===== config.mk =====
export PLATFORM = sky130hd
export DESIGN_NAME = ins_sequencer
export DESIGN_NICKNAME = d
export VERILOG_FILES = /design/src/rtl/ins_sequencer_pkg.sv /design/src/rtl/ins_sequencer_cmd_fifo.sv /design/src/rtl/ins_sequencer.sv
export SDC_FILE = /design/constraint.sdc
export NUM_CORES = 1
export LEC_CHECK = 0
export BUFFER_PORTS_ARGS = -buffer_cell sky130_fd_sc_hd__buf_2
export CORE_ASPECT_RATIO = 1.1
export CORE_MARGIN = 1.5
export CORE_UTILIZATION = 55
export DETAILED_ROUTE_END_ITERATION = 16
export PLACE_DENSITY_LB_ADDON = 0.08
export REMOVE_ABC_BUFFERS = 1
export SKIP_CTS_REPAIR_TIMING = 1
export SYNTH_ARGS = -nofsm -noshare
export SYNTH_HDL_FRONTEND = slang
export SYNTH_SLANG_ARGS = --single-unit

===== constraint.sdc =====
create_clock -name clk -period 5.6 [get_ports clk]
set_clock_uncertainty 0.05 [all_clocks]
set_input_delay 0.56 -clock clk [delete_from_list [all_inputs] [get_ports clk]]
set_output_delay 0.56 -clock clk [all_outputs]
set_load 0.01 [all_outputs]

===== src/rtl/ins_sequencer_pkg.sv =====
`default_nettype none
// ============================================================================
// ins_sequencer_pkg
// Shared FSM encoding, INS opcodes and command field widths for the sequencer.
// Revision: 1.0
// ============================================================================
package ins_sequencer_pkg;

  localparam int c_ins_w   = 5;
  localparam int c_f1_w    = 10;
  localparam int c_f2_w    = 10;
  localparam int c_f3_w    = 10;
  localparam int c_cmd_w   = c_ins_w + c_f1_w + c_f2_w + c_f3_w;
  localparam int c_entry_w = c_cmd_w + 1;

  localparam logic [c_ins_w-1:0] c_ins_nop     = 5'd0;
  localparam logic [c_ins_w-1:0] c_ins_trng    = 5'd18;
  localparam logic [c_ins_w-1:0] c_ins_aes_enc = 5'd19;
  localparam logic [c_ins_w-1:0] c_ins_aes_dec = 5'd20;
  localparam logic [c_ins_w-1:0] c_ins_padd    = 5'd22;
  localparam logic [c_ins_w-1:0] c_ins_psub    = 5'd23;
  localparam logic [c_ins_w-1:0] c_ins_pmul    = 5'd24;

  typedef enum logic [2:0] {
    S_IDLE   = 3'd0,
    S_ISSUE  = 3'd1,
    S_WAIT   = 3'd2,
    S_CLEAR  = 3'd3,
    S_FINISH = 3'd4
  } seq_state_t;

  // Only register-0 writes of a real instruction occupy the core.
  function automatic logic needs_wait(input logic [c_entry_w-1:0] entry);
    return !entry[c_entry_w-1] && (entry[c_ins_w-1:0] != c_ins_nop);
  endfunction

endpackage
`default_nettype wire


===== src/rtl/ins_sequencer_cmd_fifo.sv =====
`default_nettype none
// ============================================================================
// cmd_fifo
// Synchronous DEPTH x WIDTH command FIFO with occupancy count and flush.
// Revision: 1.0
// ============================================================================
module cmd_fifo
  import ins_sequencer_pkg::*;
#(
  parameter int DEPTH = 16,
  parameter int WIDTH = c_entry_w
) (
  input  logic                   clk,
  input  logic                   rst,
  input  logic                   flush,
  input  logic                   push,
  input  logic [WIDTH-1:0]       din,
  input  logic                   pop,
  output logic [WIDTH-1:0]       dout,
  output logic                   full,
  output logic                   empty,
  output logic [$clog2(DEPTH):0] count
);

  localparam int c_aw = $clog2(DEPTH);

  logic [WIDTH-1:0]  r_mem [DEPTH];
  logic [c_aw-1:0]   r_wr_ptr;
  logic [c_aw-1:0]   r_rd_ptr;
  logic [c_aw:0]     r_count;
  logic              w_push_ok;
  logic              w_pop_ok;

  assign full      = (r_count == (c_aw + 1)'(DEPTH));
  assign empty     = (r_count == '0);
  assign count     = r_count;
  assign dout      = r_mem[r_rd_ptr];
  assign w_push_ok = push && !full;
  assign w_pop_ok  = pop && !empty;

  always_ff @(posedge clk) begin
    if (w_push_ok) begin
      r_mem[r_wr_ptr] <= din;
    end
  end

  always_ff @(posedge clk) begin
    if (rst || flush) begin
      r_wr_ptr <= '0;
      r_rd_ptr <= '0;
      r_count  <= '0;
    end else begin
      if (w_push_ok) begin
        r_wr_ptr <= r_wr_ptr + 1'b1;
      end
      if (w_pop_ok) begin
        r_rd_ptr <= r_rd_ptr + 1'b1;
      end
      case ({w_push_ok, w_pop_ok})
        2'b10:   r_count <= r_count + 1'b1;
        2'b01:   r_count <= r_count - 1'b1;
        default: r_count <= r_count;
      endcase
    end
  end

endmodule
`default_nettype wire


===== src/rtl/ins_sequencer.sv =====
`default_nettype none
// ============================================================================
// ins_sequencer
// Drains queued host commands into the compute core, waiting for completion
// and clearing with a NOP after each instruction. Watchdog: SEQ_TIMEOUT_EN.
// Revision: 1.0
// ============================================================================
module ins_sequencer
  import ins_sequencer_pkg::*;
#(
  parameter int DEPTH   = 16,
  parameter int GUARD   = 2,
  parameter int TIMEOUT = 65535
) (
  input  logic                   clk,
  input  logic                   rst,
  input  logic [35:0]            cmd_in,
  input  logic                   cmd_valid,
  output logic                   cmd_ready,
  input  logic                   start,
  output logic [34:0]            command_in,
  output logic                   command_we0,
  output logic                   command_we1,
  input  logic                   done_ins_computation,
  output logic                   busy,
  output logic                   seq_done,
  output logic [7:0]             ins_count,
  output logic [$clog2(DEPTH):0] fifo_count,
  output logic                   error_timeout
);

  localparam int c_lim    = (GUARD > TIMEOUT) ? GUARD : TIMEOUT;
  localparam int c_wait_w = $clog2(c_lim + 2);

  seq_state_t           r_state;
  logic [c_cmd_w-1:0]   r_command;
  logic                 r_we0;
  logic                 r_we1;
  logic                 r_busy;
  logic                 r_seq_done;
  logic [7:0]           r_ins_count;
  logic                 r_need_wait;
  logic [c_wait_w-1:0]  r_wait_cnt;

  logic [c_entry_w-1:0] w_head;
  logic                 w_full;
  logic                 w_empty;
  logic                 w_push;
  logic                 w_pop;
  logic                 w_done_ok;
  logic                 w_timeout;
  logic                 w_abort;

  assign cmd_ready   = !w_full;
  assign w_push      = cmd_valid && !w_full;
  assign command_in  = r_command;
  assign command_we0 = r_we0;
  assign command_we1 = r_we1;
  assign busy        = r_busy;
  assign seq_done    = r_seq_done;
  assign ins_count   = r_ins_count;
  assign w_done_ok   = (r_state == S_WAIT) && done_ins_computation &&
                       (r_wait_cnt >= c_wait_w'(GUARD));

  cmd_fifo #(
    .DEPTH (DEPTH),
    .WIDTH (c_entry_w)
  ) u_cmd_fifo (
    .clk   (clk),
    .rst   (rst),
    .flush (w_timeout),
    .push  (w_push),
    .din   (cmd_in),
    .pop   (w_pop),
    .dout  (w_head),
    .full  (w_full),
    .empty (w_empty),
    .count (fifo_count)
  );

`ifdef SEQ_TIMEOUT_EN
  logic r_error;
  logic r_abort;

  assign w_timeout     = (r_state == S_WAIT) && !w_done_ok &&
                         (r_wait_cnt == c_wait_w'(TIMEOUT - 1));
  assign w_abort       = r_abort;
  assign error_timeout = r_error;

  // Abort forces the post-timeout CLEAR to finish even if the host pushed meanwhile.
  always_ff @(posedge clk) begin
    if (rst) begin
      r_error <= 1'b0;
      r_abort <= 1'b0;
    end else if (w_timeout) begin
      r_error <= 1'b1;
      r_abort <= 1'b1;
    end else if (r_state == S_CLEAR) begin
      r_abort <= 1'b0;
    end
  end
`else
  assign w_timeout     = 1'b0;
  assign w_abort       = 1'b0;
  assign error_timeout = 1'b0;
`endif

  always_comb begin
    w_pop = 1'b0;
    case (r_state)
      S_IDLE:  w_pop = start && !w_empty;
      S_ISSUE: w_pop = !r_need_wait && !w_empty;
      S_CLEAR: w_pop = !w_abort && !w_empty;
      default: w_pop = 1'b0;
    endcase
  end

  // Writes are registered on the transition, so each write lines up with its state.
  always_ff @(posedge clk) begin
    if (rst) begin
      r_state     <= S_IDLE;
      r_command   <= '0;
      r_we0       <= 1'b0;
      r_we1       <= 1'b0;
      r_busy      <= 1'b0;
      r_seq_done  <= 1'b0;
      r_ins_count <= '0;
      r_need_wait <= 1'b0;
      r_wait_cnt  <= '0;
    end else begin
      r_command  <= '0;
      r_we0      <= 1'b0;
      r_we1      <= 1'b0;
      r_seq_done <= 1'b0;
      if (w_pop) begin
        r_command   <= w_head[c_cmd_w-1:0];
        r_we1       <= w_head[c_entry_w-1];
        r_we0       <= !w_head[c_entry_w-1];
        r_need_wait <= needs_wait(w_head);
      end
      case (r_state)
        S_IDLE: begin
          if (start) begin
            r_busy <= 1'b1;
            if (w_pop) begin
              r_state <= S_ISSUE;
            end else begin
              r_state    <= S_FINISH;
              r_seq_done <= 1'b1;
            end
          end
        end
        S_ISSUE: begin
          if (r_need_wait) begin
            r_state     <= S_WAIT;
            r_ins_count <= r_ins_count + 8'd1;
            r_wait_cnt  <= '0;
          end else if (w_pop) begin
            r_state <= S_ISSUE;
          end else begin
            r_state    <= S_FINISH;
            r_seq_done <= 1'b1;
          end
        end
        S_WAIT: begin
          if (w_done_ok || w_timeout) begin
            r_state <= S_CLEAR;
            r_we0   <= 1'b1;
          end else if (!(&r_wait_cnt)) begin
            r_wait_cnt <= r_wait_cnt + 1'b1;
          end
        end
        S_CLEAR: begin
          if (w_pop) begin
            r_state <= S_ISSUE;
          end else begin
            r_state    <= S_FINISH;
            r_seq_done <= 1'b1;
          end
        end
        S_FINISH: begin
          r_state <= S_IDLE;
          r_busy  <= 1'b0;
        end
        default: begin
          r_state <= S_IDLE;
          r_busy  <= 1'b0;
        end
      endcase
    end
  end

endmodule
`default_nettype wire


* Word level (Yosys, flattened, before mapping)
Memories as Yosys holds them, arrays and structs flattened. A register that Yosys moved wholly into a read port is not among the register bits.
Cells that the tools add are included.
** Operators by class
- Add/sub/neg operators :: 6
- Multipliers :: 0
- Divide/modulo/power cells :: 0
- $lt $le $gt $ge :: 1
- Equal/unequal tests :: 11
- Shift-type cells :: 0
- Mux-type cells :: 24
- Bitwise operators :: 2
- Reduce and logical (&&, ||, !) cells :: 24
** Operators with widths (number)
- $mux W17 :: 3
- $pmux W17 S2 :: 1
- $add A17 B1 Y17 const B :: 1
- $ge A17 B2 Y1 const B :: 1
- $reduce_and A17 Y1 :: 1
- $mux W3 :: 4
- $pmux W3 S4 :: 1
- $ne A2 B2 Y1 const B :: 5
- $pmux W5 S2 :: 1
- $mux W1 :: 9
- $add A4 B1 Y4 const B :: 2
- $add A8 B1 Y8 const B :: 1
- $logic_and A1 B1 Y1 :: 8
- $mux W4 :: 2
- $eq A3 B2 Y1 const B :: 2
- $pmux W1 S3 :: 2
- $reduce_and A2 Y1 :: 3
- $add A5 B1 Y5 const B :: 1
- $eq A5 B5 Y1 const B :: 1
- $logic_not A5 Y1 :: 1
- $reduce_bool A5 Y1 :: 1
- $sub A5 B1 Y5 const B :: 1
- $logic_not A1 Y1 :: 4
- $reduce_and A4 Y1 :: 1
- 9 further kinds :: 11
** Word-level totals
- Register bits :: 81
- Latch bits :: 0
- Memory bits (writable) :: 576
- ROM bits :: 0
- Bits of input ports :: 41
- Output and inout port bits :: 54
- Word-level logic and storage cells :: 81
- Memories :: 1
** Memory list
- u_cmd_fifo.r_mem :: words 16, width 36, read ports 1, clocked after memory_dff 1, write ports 1, RTL line ins_sequencer_cmd_fifo.sv:27 : logic [WIDTH-1:0] r_mem [DEPTH];

* Longest topological paths before layout
- Depth in word-level cells :: 7
- Mapped depth :: 14
- Gate-level depth less buffers :: 12

* Hierarchy
A second synthesis with hierarchy kept.
** Unflattened totals
- Cell total of the unflattened synthesis :: 1296
- Area, all modules :: 25204.2 sq um
** Modules (own cells, without submodules)
- cmd_fifo :: instances 1, cells each 1007, area an instance 22506.6 sq um, seq. area each 17636.9 sq um
- ins_sequencer :: instances 1, cells each 289, area an instance 2697.6 sq um, seq. area each 1361.3 sq um

* Least setup slack after synthesis
Ideal clock, no wire load.
- Kind :: reg-to-reg
- Start point :: register u_cmd_fifo.r_count[2] (netlist: u_cmd_fifo.count[2])
- End point :: memory u_cmd_fifo.r_mem[3][0] (netlist name) (enable)
- Library setup time :: 0.474 ns
- Arrival :: 3.653 ns
- Required time :: 5.076 ns
- Setup slack :: 1.423 ns
- Stages on the path, launching flop included :: 6
- Buffers on the path :: 1
- Clock period less this slack :: 4.177 ns
- Path through :: dfxtp_1 -> buf_4 -> nor4_4 -> a21oi_2 -> nand2_1 -> nor3_1
** On the way
- Cells in the longest elaborated chain, start to end :: 6
** RTL lines
- from (decl) :: RTL line ins_sequencer_cmd_fifo.sv:30 : logic [c_aw:0] r_count;
- from (signal assigned) :: RTL line ins_sequencer_cmd_fifo.sv:60 : 2'b10: r_count <= r_count + 1'b1;
- from (signal assigned) :: RTL line ins_sequencer_cmd_fifo.sv:61 : 2'b01: r_count <= r_count - 1'b1;
- from (signal assigned) :: RTL line ins_sequencer_cmd_fifo.sv:62 : default: r_count <= r_count;
- $eq A5 B5 Y1 (*) :: RTL line ins_sequencer_cmd_fifo.sv:34 : assign full = (r_count == (c_aw + 1)'(DEPTH));
- $logic_not A1 Y1 (*) :: RTL line ins_sequencer_cmd_fifo.sv:38, ins_sequencer.sv:55
- $logic_and A1 B1 Y1 :: RTL line ins_sequencer.sv:55 : assign w_push = cmd_valid && !w_full;
- $logic_and A1 B1 Y1 (*) :: RTL line ins_sequencer_cmd_fifo.sv:38 : assign w_push_ok = push && !full;
- $mux W1 (*) :: RTL line ins_sequencer_cmd_fifo.sv:42 : if (w_push_ok) begin
- $mux W1 (implied by the code) (*) :: RTL line ins_sequencer_cmd_fifo.sv:43 : r_mem[r_wr_ptr] <= din;
- to (decl) :: RTL line ins_sequencer_cmd_fifo.sv:27
Every way passes the cells marked *; elsewhere a longest branch is shown, timed or not.

* Worst setup path after layout
- Start point :: register u_cmd_fifo.r_count[1] (netlist: u_cmd_fifo.count[1])
- End point :: memory u_cmd_fifo.r_mem[8][33] (netlist name) (enable)
Same word-level chain as after synthesis.

==> results.yml <==
sta:
  max_freq_mhz: 315.5
  period_needed_ps: 3169
  hold_viol_final: 0
  setup_slack_ps: 2431
  slew_violations: 0
  period_share_pct: 56.59
  holdWs_ps: 287.2
  grt_setup_unrepaired: "no"
  worst_pin_slew_ps: 1144
  max_slew_margin_pct: 23.58
  setup_viol: 0
power:
  cellPowerDensity_nw_per_um2: 398.4
  p_leak_uw: 0.009073
  ir_drop_uv: 258.0
synthesis:
  synth_area_per_cell_um2: 19.88
  synth_cells: 1277
  yosys_warnings: 0
  yosysSeqAreaShare_pct: 74.82
  synth_top_cell_by_area: "edfxtp_1"
  yosys-top-cells-area: "edfxtp_1 (68%), mux4_2 (12%), dfxtp_1 (6.7%), mux2i_1 (2.0%), a211oi_1 (1.8%)"
  ys_types: 59
  yosys_register_bits: 661
  yosysTopAreaCellShare_pct: 68.12
  synth_area_um2: 25390
routing:
  avgRoutedWirePerCell_um: 26.13
  firstDrtPassIters: 5
  via_count: 12350
  totalWireLength_mm: 53.09
  drt_iter0_markers: 1233
  antenna_left: 0
  avgViaCountPerCell: 6.075
  drcViolationCount: 0
placed_design:
  port-buffer-count: 93
  globalplace.congestion: 0.7794
  pre_cts_ws_ps: 2396
  dp_hpwl_mm: 26.77
cells_and_area:
  layout.nets: 1445
  seq_area_um2: 19010
  antenna_cells: 0
  multiInputGateArea_um2: 6007
  final_common_cell: "edfxtp_1"
  post-route-util_pct: 62.67
  layout_common_cells: "edfxtp_1 (576), mux4_2 (137), buf_2 (93)"
  synthToLayoutAreaGrowth_pct: 12.43
  n_fill_cell: 3185
  drive_gt1_share_pct: 26.39
clock_network:
  cts_tree: "done"
  clk_pin_slew_ps: 60
  root_buffer: "clkbuf_16"
  clock-sinks: 661
  clk_latency_ps: 600
  cts_buffers: 68
  clock_path_buffers: 3
  htree_levels: 3
flow_run:
  drv_cap: 0
die:
  die_area_um2: 47470
  die_w_um: 207.9
  start_util_pct: 55.74
  die_y_um: 228.4
  fp-row-count: 82
  core_um2: 45550
  io_pins: 95
global_routing:
  grt_antenna_before_repair: 4
  grt_usage_pct: 22.89
  overflow: 0
  grt_pass1_wl_mm: 79.76
  grt_pass1_vias: 12730
  grt_max_degree: 73
setup_path:
  startpoint_type: "flip-flop"
  reg2reg_slack_ps: 2430
  critPathMaxFanout: 25
  path_cells: "nor4_4 > a21oi_2 > nand2_1 > nor2_4 > buf_4"
  slowest_delay_ps: 960
  crit_type: "reg -> reg"
  required_ps: 5830
  cp-end-kind: "flip-flop"
  crit_path_top_delay_cell: "nor2_4"
  cp.arrival_ps: 3400
worst_hold_path:
  min_path_type: "in -> reg"
outcome:
  outcome: "completed"
cell type report:
type	instances	share of cell area, %
multi-input cells	532	21.04
flip-flops and latches	661	66.60
clock buffers	91	6.552
well taps	588	2.577
repair buffers	117	2.305
inverters	12	0.1578
clock inverters	31	0.7713
registers in the layout (all words and copies together) (netlist names), named ones only:
signal and count:
r_need_wait 1, command_in 35, u_cmd_fifo.r_rd_ptr 4, seq_done 1
command_we0 1, busy 1, r_state 3, u_cmd_fifo.r_mem 576
u_cmd_fifo.r_wr_ptr 4, u_cmd_fifo.count 5, ins_count 8, r_wait_cnt 17
command_we1 1
critical path: cells and delay by family (launching register included):
kind / cells / cell delay [ps]
compound gates: 1 / 460
buf+inv: 1 / 380
flops: 1 / 540
simple gates: 3 / 1420
synth_stat cells (all sizes together):
library cell	n
nor4	7
a21oi	14
and4	2
nand3b	2
or2	1
o32ai	2
a21o	2
nand2b	8
and3	4
nand4	17
and2	31
a41oi	1
dfxtp	85
conb	1
ha	12
o21ai	7
a221oi	8
mux2i	51
mux4	137
a211oi	61
xnor2	7
a22oi	2
nor3	14
or3	3
o311ai	1
o21a	3
and2b	1
nor2	64
or4	1
o22ai	1
o31ai	1
clkbuf	30
mux2	1
nand2	18
nor3b	4
nand3	7
xor2	25
nor2b	6
and4bb	1
inv	12
edfxtp	576
a31o	1
nand4b	2
buf	42
o31a	1
metrics by stage:
step	area (µm²)	setup TNS, ps	instances	total power (µW)
after floorplan	24940	-72390	1205	6900
after global placement	26460	0	1910	7225
after detailed placement	26460	0	1910	7241
after CTS	28550	0	2032	11490
after global routing	28550	0	2032	11810
final	28550	0	2032	11370
per-layer routing:
metal	GRT usage [%]	share of wire, %	vias up
met2	36.66	49	367
met5	0	0.073	-
met4	7.140	1.7	6
li1	-	-	5420
met1	32.08	43	6487
met3	4.672	6.2	65
path summary, 6_finish.rpt:
check	start	endpoint	depth (start not counted)
max	u_cmd_fifo.count[1]	u_cmd_fifo.r_mem[8][33]	5
min	cmd_in[16]	u_cmd_fifo.r_mem[11][16]	1
max reg2reg	u_cmd_fifo.count[1]	u_cmd_fifo.r_mem[8][33]	5
min reg2reg	busy	busy	2
logic make-up (layout without fill, tap and decap cells):
group	Yosys count	count (layout)	share of synthesized area (%)
xor gates and xnor gates	32	32	1.104
buffers and inverters	84	251	1.966
muxes	189	189	14.21
AOI/OAI and AO/OA	105	105	3.124
and+or+nand+nor	193	193	4.178
other	1	1	0.01477
DFF	661	661	74.82
adders and majority gates	12	12	0.5913
where the power goes:
part           internal [µW]  total [µW]  switching [µW]
combinational            665        1410             743
sequential              5550        5700             155
clock                   2440        4260            1820
total                   8660       11400            2720
(Power assumes the default switching activity.)
